[src/rtl/dbg_ctrl_pkg.sv]
// Shared definitions for the debug freeze controller: state encoding,
// default bus widths and the hard-wired zero register index.
package dbg_ctrl_pkg;

  localparam int unsigned STATE_W        = 3;
  localparam int unsigned REG_ADDR_W_DEF = 5;
  localparam int unsigned DATA_W_DEF     = 32;
  localparam int unsigned ZERO_REG       = 0;
  localparam int unsigned ACCESS_CNT_W   = 16;

  typedef enum logic [STATE_W-1:0] {
    ST_RUN    = 3'd0,
    ST_DRAIN  = 3'd1,
    ST_HALTED = 3'd2,
    ST_ACCESS = 3'd3,
    ST_ACK    = 3'd4
  } dbg_state_e;

  // Pipeline is frozen and empty in these states.
  function automatic logic is_halted_state(input dbg_state_e s);
    return (s == ST_HALTED) || (s == ST_ACCESS) || (s == ST_ACK);
  endfunction

endpackage

[src/rtl/dbg_drain_counter.sv]
// Loadable down-counter used to time the pipeline drain; holds while frozen
// and flags terminal count (value 1) combinationally.
module dbg_drain_counter #(
  parameter int unsigned CNT_W = 3
) (
  input  logic             clock,
  input  logic             reset,
  input  logic             i_load,
  input  logic [CNT_W-1:0] i_load_val,
  input  logic             i_freeze,
  output logic             o_tc_c
);

  logic [CNT_W-1:0] r_count;

  always_ff @(posedge clock or negedge reset) begin
    if (!reset) begin
      r_count <= '0;
    end else if (i_load) begin
      r_count <= i_load_val;
    end else if (!i_freeze && (r_count != '0)) begin
      r_count <= r_count - CNT_W'(1);
    end
  end

  assign o_tc_c = (r_count == CNT_W'(1));

endmodule

[src/rtl/dbg_freeze_ctrl.sv]
// Debug halt/drain sequencer granting regfile write port and read port A to a
// debug requester. Optional access counter enabled by DBG_ACCESS_COUNT_EN.
module dbg_freeze_ctrl
  import dbg_ctrl_pkg::*;
#(
  parameter int unsigned DRAIN_CYCLES = 4,
  parameter int unsigned REG_ADDR_W   = REG_ADDR_W_DEF,
  parameter int unsigned DATA_W       = DATA_W_DEF
) (
  input  logic                    clock,
  input  logic                    reset,
  input  logic                    dbg_halt_req,
  output logic                    dbg_halted,
  input  logic                    dbg_req,
  input  logic                    dbg_we,
  input  logic [REG_ADDR_W-1:0]   dbg_addr,
  input  logic [DATA_W-1:0]       dbg_wdata,
  output logic                    dbg_ack,
  output logic [DATA_W-1:0]       dbg_rdata,
  output logic                    pipe_hold,
  input  logic                    multdiv_busy,
  output logic                    rf_sel,
  output logic                    rf_we,
  output logic [REG_ADDR_W-1:0]   rf_waddr,
  output logic [DATA_W-1:0]       rf_wdata,
  output logic [REG_ADDR_W-1:0]   rf_raddr,
  input  logic [DATA_W-1:0]       rf_rdata,
  output logic [ACCESS_CNT_W-1:0] dbg_access_count
);

  localparam int unsigned CNT_W = $clog2(DRAIN_CYCLES + 1);

  dbg_state_e            r_state;
  dbg_state_e            w_next_state;

  logic [REG_ADDR_W-1:0] r_addr;
  logic                  r_we;
  logic [DATA_W-1:0]     r_wdata;
  logic [REG_ADDR_W-1:0] w_addr_d;
  logic                  w_we_d;
  logic [DATA_W-1:0]     w_wdata_d;

  logic                  r_pipe_hold;
  logic                  r_halted;
  logic                  r_ack;
  logic                  r_rf_sel;
  logic                  r_rf_we;
  logic [REG_ADDR_W-1:0] r_rf_addr;
  logic [DATA_W-1:0]     r_rf_wdata;
  logic [DATA_W-1:0]     r_rdata;

  logic                  w_pipe_hold_d;
  logic                  w_halted_d;
  logic                  w_ack_d;
  logic                  w_rf_sel_d;
  logic                  w_rf_we_d;
  logic [REG_ADDR_W-1:0] w_rf_addr_d;
  logic [DATA_W-1:0]     w_rf_wdata_d;
  logic [DATA_W-1:0]     w_rdata_d;

  logic                  w_drain_load;
  logic                  w_drain_freeze;
  logic                  w_drain_tc;

  assign w_drain_load   = (r_state == ST_RUN) && dbg_halt_req;
  assign w_drain_freeze = multdiv_busy || (r_state != ST_DRAIN);

  dbg_drain_counter #(
    .CNT_W(CNT_W)
  ) u_drain_counter (
    .clock     (clock),
    .reset     (reset),
    .i_load    (w_drain_load),
    .i_load_val(CNT_W'(DRAIN_CYCLES)),
    .i_freeze  (w_drain_freeze),
    .o_tc_c    (w_drain_tc)
  );

  always_ff @(posedge clock or negedge reset) begin
    if (!reset) begin
      r_state    <= ST_RUN;
      r_addr     <= '0;
      r_we       <= 1'b0;
      r_wdata    <= '0;
      r_pipe_hold <= 1'b0;
      r_halted   <= 1'b0;
      r_ack      <= 1'b0;
      r_rf_sel   <= 1'b0;
      r_rf_we    <= 1'b0;
      r_rf_addr  <= '0;
      r_rf_wdata <= '0;
      r_rdata    <= '0;
    end else begin
      r_state    <= w_next_state;
      r_addr     <= w_addr_d;
      r_we       <= w_we_d;
      r_wdata    <= w_wdata_d;
      r_pipe_hold <= w_pipe_hold_d;
      r_halted   <= w_halted_d;
      r_ack      <= w_ack_d;
      r_rf_sel   <= w_rf_sel_d;
      r_rf_we    <= w_rf_we_d;
      r_rf_addr  <= w_rf_addr_d;
      r_rf_wdata <= w_rf_wdata_d;
      r_rdata    <= w_rdata_d;
    end
  end

  // Next state plus output values decoded from it, so every output is a flop.
  always_comb begin
    w_next_state = r_state;
    w_addr_d     = r_addr;
    w_we_d       = r_we;
    w_wdata_d    = r_wdata;
    w_rdata_d    = r_rdata;

    case (r_state)
      ST_RUN: begin
        if (dbg_halt_req) w_next_state = ST_DRAIN;
      end
      ST_DRAIN: begin
        if (w_drain_tc && !multdiv_busy) w_next_state = ST_HALTED;
      end
      ST_HALTED: begin
        if (dbg_req) begin
          w_next_state = ST_ACCESS;
          w_addr_d     = dbg_addr;
          w_we_d       = dbg_we;
          w_wdata_d    = dbg_wdata;
        end else if (!dbg_halt_req) begin
          w_next_state = ST_RUN;
        end
      end
      ST_ACCESS: begin
        w_next_state = ST_ACK;
        if (!r_we) w_rdata_d = rf_rdata;
      end
      ST_ACK: begin
        w_next_state = ST_HALTED;
      end
      default: begin
        w_next_state = ST_RUN;
      end
    endcase

    w_pipe_hold_d = (w_next_state != ST_RUN);
    w_halted_d    = is_halted_state(w_next_state);
    w_ack_d       = (w_next_state == ST_ACK);
    w_rf_sel_d    = (w_next_state == ST_ACCESS);
    // r0 is hard-wired: the access completes but the write is dropped.
    w_rf_we_d     = w_rf_sel_d && w_we_d && (w_addr_d != REG_ADDR_W'(ZERO_REG));
    w_rf_addr_d   = w_rf_sel_d ? w_addr_d : '0;
    w_rf_wdata_d  = w_rf_sel_d ? w_wdata_d : '0;
  end

  assign pipe_hold  = r_pipe_hold;
  assign dbg_halted = r_halted;
  assign dbg_ack    = r_ack;
  assign dbg_rdata  = r_rdata;
  assign rf_sel     = r_rf_sel;
  assign rf_we      = r_rf_we;
  assign rf_waddr   = r_rf_addr;
  assign rf_raddr   = r_rf_addr;
  assign rf_wdata   = r_rf_wdata;

`ifdef DBG_ACCESS_COUNT_EN
  logic [ACCESS_CNT_W-1:0] r_access_count;

  // Counts completed accesses; wraps naturally at the top of the range.
  always_ff @(posedge clock or negedge reset) begin
    if (!reset) begin
      r_access_count <= '0;
    end else if (w_next_state == ST_ACK) begin
      r_access_count <= r_access_count + ACCESS_CNT_W'(1);
    end
  end

  assign dbg_access_count = r_access_count;
`else
  assign dbg_access_count = '0;
`endif

endmodule

[config.mk]
export PLATFORM = sky130hd
export DESIGN_NAME = dbg_freeze_ctrl
export DESIGN_NICKNAME = d
export VERILOG_FILES = /design/src/rtl/dbg_ctrl_pkg.sv /design/src/rtl/dbg_drain_counter.sv /design/src/rtl/dbg_freeze_ctrl.sv
export SDC_FILE = /design/constraint.sdc
export NUM_CORES = 1
export LEC_CHECK = 0
export CAP_MARGIN = 10
export CORE_MARGIN = 2
export CORE_UTILIZATION = 42
export DETAILED_ROUTE_END_ITERATION = 16
export GPL_TIMING_DRIVEN = 0
export HOLD_SLACK_MARGIN = 0.1
export PLACE_DENSITY = 0.92
export SETUP_SLACK_MARGIN = 0.4
export SLEW_MARGIN = 40
export SYNTH_ARGS = -nofsm -noshare
export SYNTH_HDL_FRONTEND = slang
export SYNTH_HIERARCHICAL = 1
export SYNTH_SLANG_ARGS = --single-unit
[constraint.sdc]
create_clock -name clock -period 3.2 [get_ports clock]
set_clock_uncertainty 0.05 [all_clocks]
set_input_delay 0.32 -clock clock [delete_from_list [all_inputs] [get_ports clock]]
set_output_delay 0.32 -clock clock [all_outputs]
set_load 0.005 [all_outputs]
==> flow_metrics.tcl <==
set metrics [dict create \
    status "finished clean" \
    h-tree-depth 3 \
    dpl.hpwl_um 6222 \
    drc 0 \
    worstSetupEndpointType "flop" \
    period_share 0.6008 \
    initial_core_util 0.4367 \
    total_power_mw 3.680 \
    dr_wl_met3_um 746 \
    r2r_cells 4 \
    grt_setup_unrepaired "false" \
    row_count 32 \
    cts_tree "done" \
    final_common_cell "clkdlybuf4s50_1" \
    gr-total-overflow 0 \
    yosysWarnings 6 \
    n_fill_cell 575 \
    cpMostUsedCell "or4_1" \
    placed_cells 508 \
    setup_viol 0 \
    vdd_ir_drop_max_mv 0.3511 \
    coreArea_um2 7767 \
    hp-class "primary input to async pin" \
    postLayoutCellArea_um2 5325 \
    crit_path_start_kind "flop" \
    die_h_um 93.87 \
    grt_start_max_net_pins 46 \
    combPwrFrac 0.421 \
    arrival_ps 2090 \
    antenna_found_initial 0 \
    clock_path_buffers 2 \
    slew_violations 0 \
    rrSetupSlack_ps 1280 \
    final_cell_mix "clkdlybuf4s50_1 (152), dfrtp_1 (81), mux2_4 (30), and2_1 (27), buf_4 (22)" \
    cap_violations 0 \
    clock-sinks 81 \
    sw_frac_of_total 0.2727 \
    syn_to_final_growth_pct 56.99 \
    critical-path-max-stage-delay_ps 610 \
    placed_cell_area_um2 5142 \
    cp.required_ps 3370 \
    tightestPinTransition_ps 619.7 \
    cts_setup_buffers 0 \
    drt_iter0_markers 14 \
    wl_met2_um 4185 \
    cts_buffers 9 \
    postRouteAntennaNets 0 \
    cts_hold_buf 1 \
    clk_latency_ps 330 \
    highest_layer "met4" \
    p_switching_mw 1.003 \
    r2r-end "u_drain_counter/r_count[1]$_DFFE_PN0P_" \
    r2r_start "r_state[2]$_DFF_PN0_" \
    final-seq-area_um2 2027 \
    die_w_um 93.87 \
    clkTransAtPathRegs_ps 80 \
    multi_input_area_um2 1137 \
    drtPass1Iterations 4 \
    cp_top_family "simple AND/OR/NAND/NOR gates" \
    path_class "flop to flop" \
    io_buffers 153 \
    period_minus_slack_ps 1923 \
    synth-seq-area-share 0.5976 \
    grt.total_usage 0.1830 \
    final_nets 496 \
    avgViaCountPerCell 4.455 \
    synth_cells 235 \
    relSlewSlack 0.5858 \
    cts_resized 0 \
    vias 2339 \
    total_leakage_power_nw 2.444 \
    ys_ff_latch 81 \
    clkPwrFrac 0.174 \
    ioPinCount 170 \
    dieArea_um2 8811 \
    synthDistinctLibCells 36 \
    grt_pass1_wl_um 12340 \
    hold_violations 0 \
    diodes 0 \
    fin_cells 525 \
    p_per_area_nw_per_um2 691.0 \
    p_int_mw 2.676 \
    syn-cell-area_um2 3392 \
    detail_route.wl_per_cell_um 15.01 \
    critPathSlowestCell "or4_1" \
    path_buf_inv 1 \
    layout-drive-gt1-share 0.2270 \
    max_freq_mhz 520.2 \
    wl_met1_um 2867 \
    grt_pass1_vias 2534 \
    drt_wl_total_um 7882 \
    clock-root-buffer "clkbuf_8" \
    gp_congestion 0.6852 \
    syn_area_per_cell_um2 14.43 \
    p_seq_frac 0.406 \
    crit_chain "buf_2 -> or4_1 -> or4_1 -> o311ai_1" \
    crit_fanout 10 \
]
sequential cells by signal, summed over array words and instances, names as in the netlist, 3 cells and up:
| name | count |
|---|---|
| r_state | 3 |
| rf_wdata | 32 |
| dbg_rdata | 32 |
| rf_raddr | 5 |
| u_drain_counter/r_count | 3 |
logic make-up (layout without fill, tap and decap cells):
kind of cell	count (synthesis)	count (layout)	synth area share
AO/OA/AOI/OAI	11	11	0.02103
multiplexers	34	34	0.1453
other	2	19	0.002214
flip-flops	81	81	0.5976
adder cells (fa/ha/maj)	3	3	0.01107
buffers and inverters	37	208	0.08779
AND/OR/NAND/NOR	67	67	0.1350
power groups by stage:
| stage | logic, mW | clock network (mW) | registers (mW) |
|---|---|---|---|
| after floorplan | 0.756 | 0 | 1.51 |
| after global placement | 1.49 | 0 | 1.48 |
| after detailed placement | 1.55 | 0 | 1.51 |
| after CTS | 1.56 | 0.668 | 1.49 |
| after global routing | 1.66 | 0.726 | 1.53 |
| final | 1.55 | 0.640 | 1.49 |
area by class of cell:
type | count | share of cell area
Timing Repair Buffer | 155 | 0.2935
Multi-Input combinational cell | 134 | 0.2136
Clock buffer | 11 | 0.02655
Clock inverter | 5 | 0.005874
Buffer | 33 | 0.05310
Sequential cell | 81 | 0.3806
Inverter | 4 | 0.002820
Tap cell | 102 | 0.02397
layer usage:
metal | GRT usage | vias up
met5 | 0 | -
met4 | 0.04589 | 0
met3 | 0.06982 | 10
met2 | 0.3375 | 112
met1 | 0.1956 | 1126
li1 | - | 1091
cells in the mapped netlist, drive strengths merged:
master	n	area [um2]
inv	4	15.01
nand2b	2	12.51
o211ai	2	15.01
mux2	32	473.0
nor2	5	18.77
dfrtp	81	2027
a211oi	1	7.510
mux2i	2	20.02
nor3	1	5.000
ha	3	37.54
buf	31	274.0
conb	2	7.510
o21ai	4	20.02
nor4bb	1	10.01
nand3b	1	7.510
or2	1	6.260
and3b	2	17.52
nor4b	1	8.760
a31oi	1	6.260
o311ai	1	8.760
nand4bb	1	27.53
or4	3	22.52
and2	37	256.5
o22a	1	8.760
nor2b	5	38.78
nand2	7	26.28
a21oi	1	5.000
clkbuf	2	8.750
worst max-delay path by stage:
stage,startpoint,end,cells after the start
3_3_place_gp,reset,r_state[1]$_DFF_PN0_,1
6_report,r_state[2]$_DFF_PN0_,u_drain_counter/r_count[1]$_DFFE_PN0P_,4
4_1_cts,r_state[2]$_DFF_PN0_,u_drain_counter/r_count[1]$_DFFE_PN0P_,4
3_5_place_dp,multdiv_busy,u_drain_counter/r_count[1]$_DFFE_PN0P_,4
5_1_grt,r_state[2]$_DFF_PN0_,u_drain_counter/r_count[1]$_DFFE_PN0P_,4
2_1_floorplan,r_state[2]$_DFF_PN0_,u_drain_counter/r_count[1]$_DFFE_PN0P_,4
metrics by stage:
step / setup TNS [ps] / setup slack, ps / hold WS [ps] / utilization
3_3_place_gp: -78390 / -971.9 / 440.7 / 0.6585
3_5_place_dp: 0 / 1105 / 185.3 / 0.6620
5_1_grt: 0 / 1206 / 393.4 / 0.6856
4_1_cts: 0 / 1269 / 393.2 / 0.6856
2_1_floorplan: 0 / 1434 / -25.59 / -
6_report: 0 / 1278 / 391.2 / 0.6856
Power figures use the tool's default switching activity.
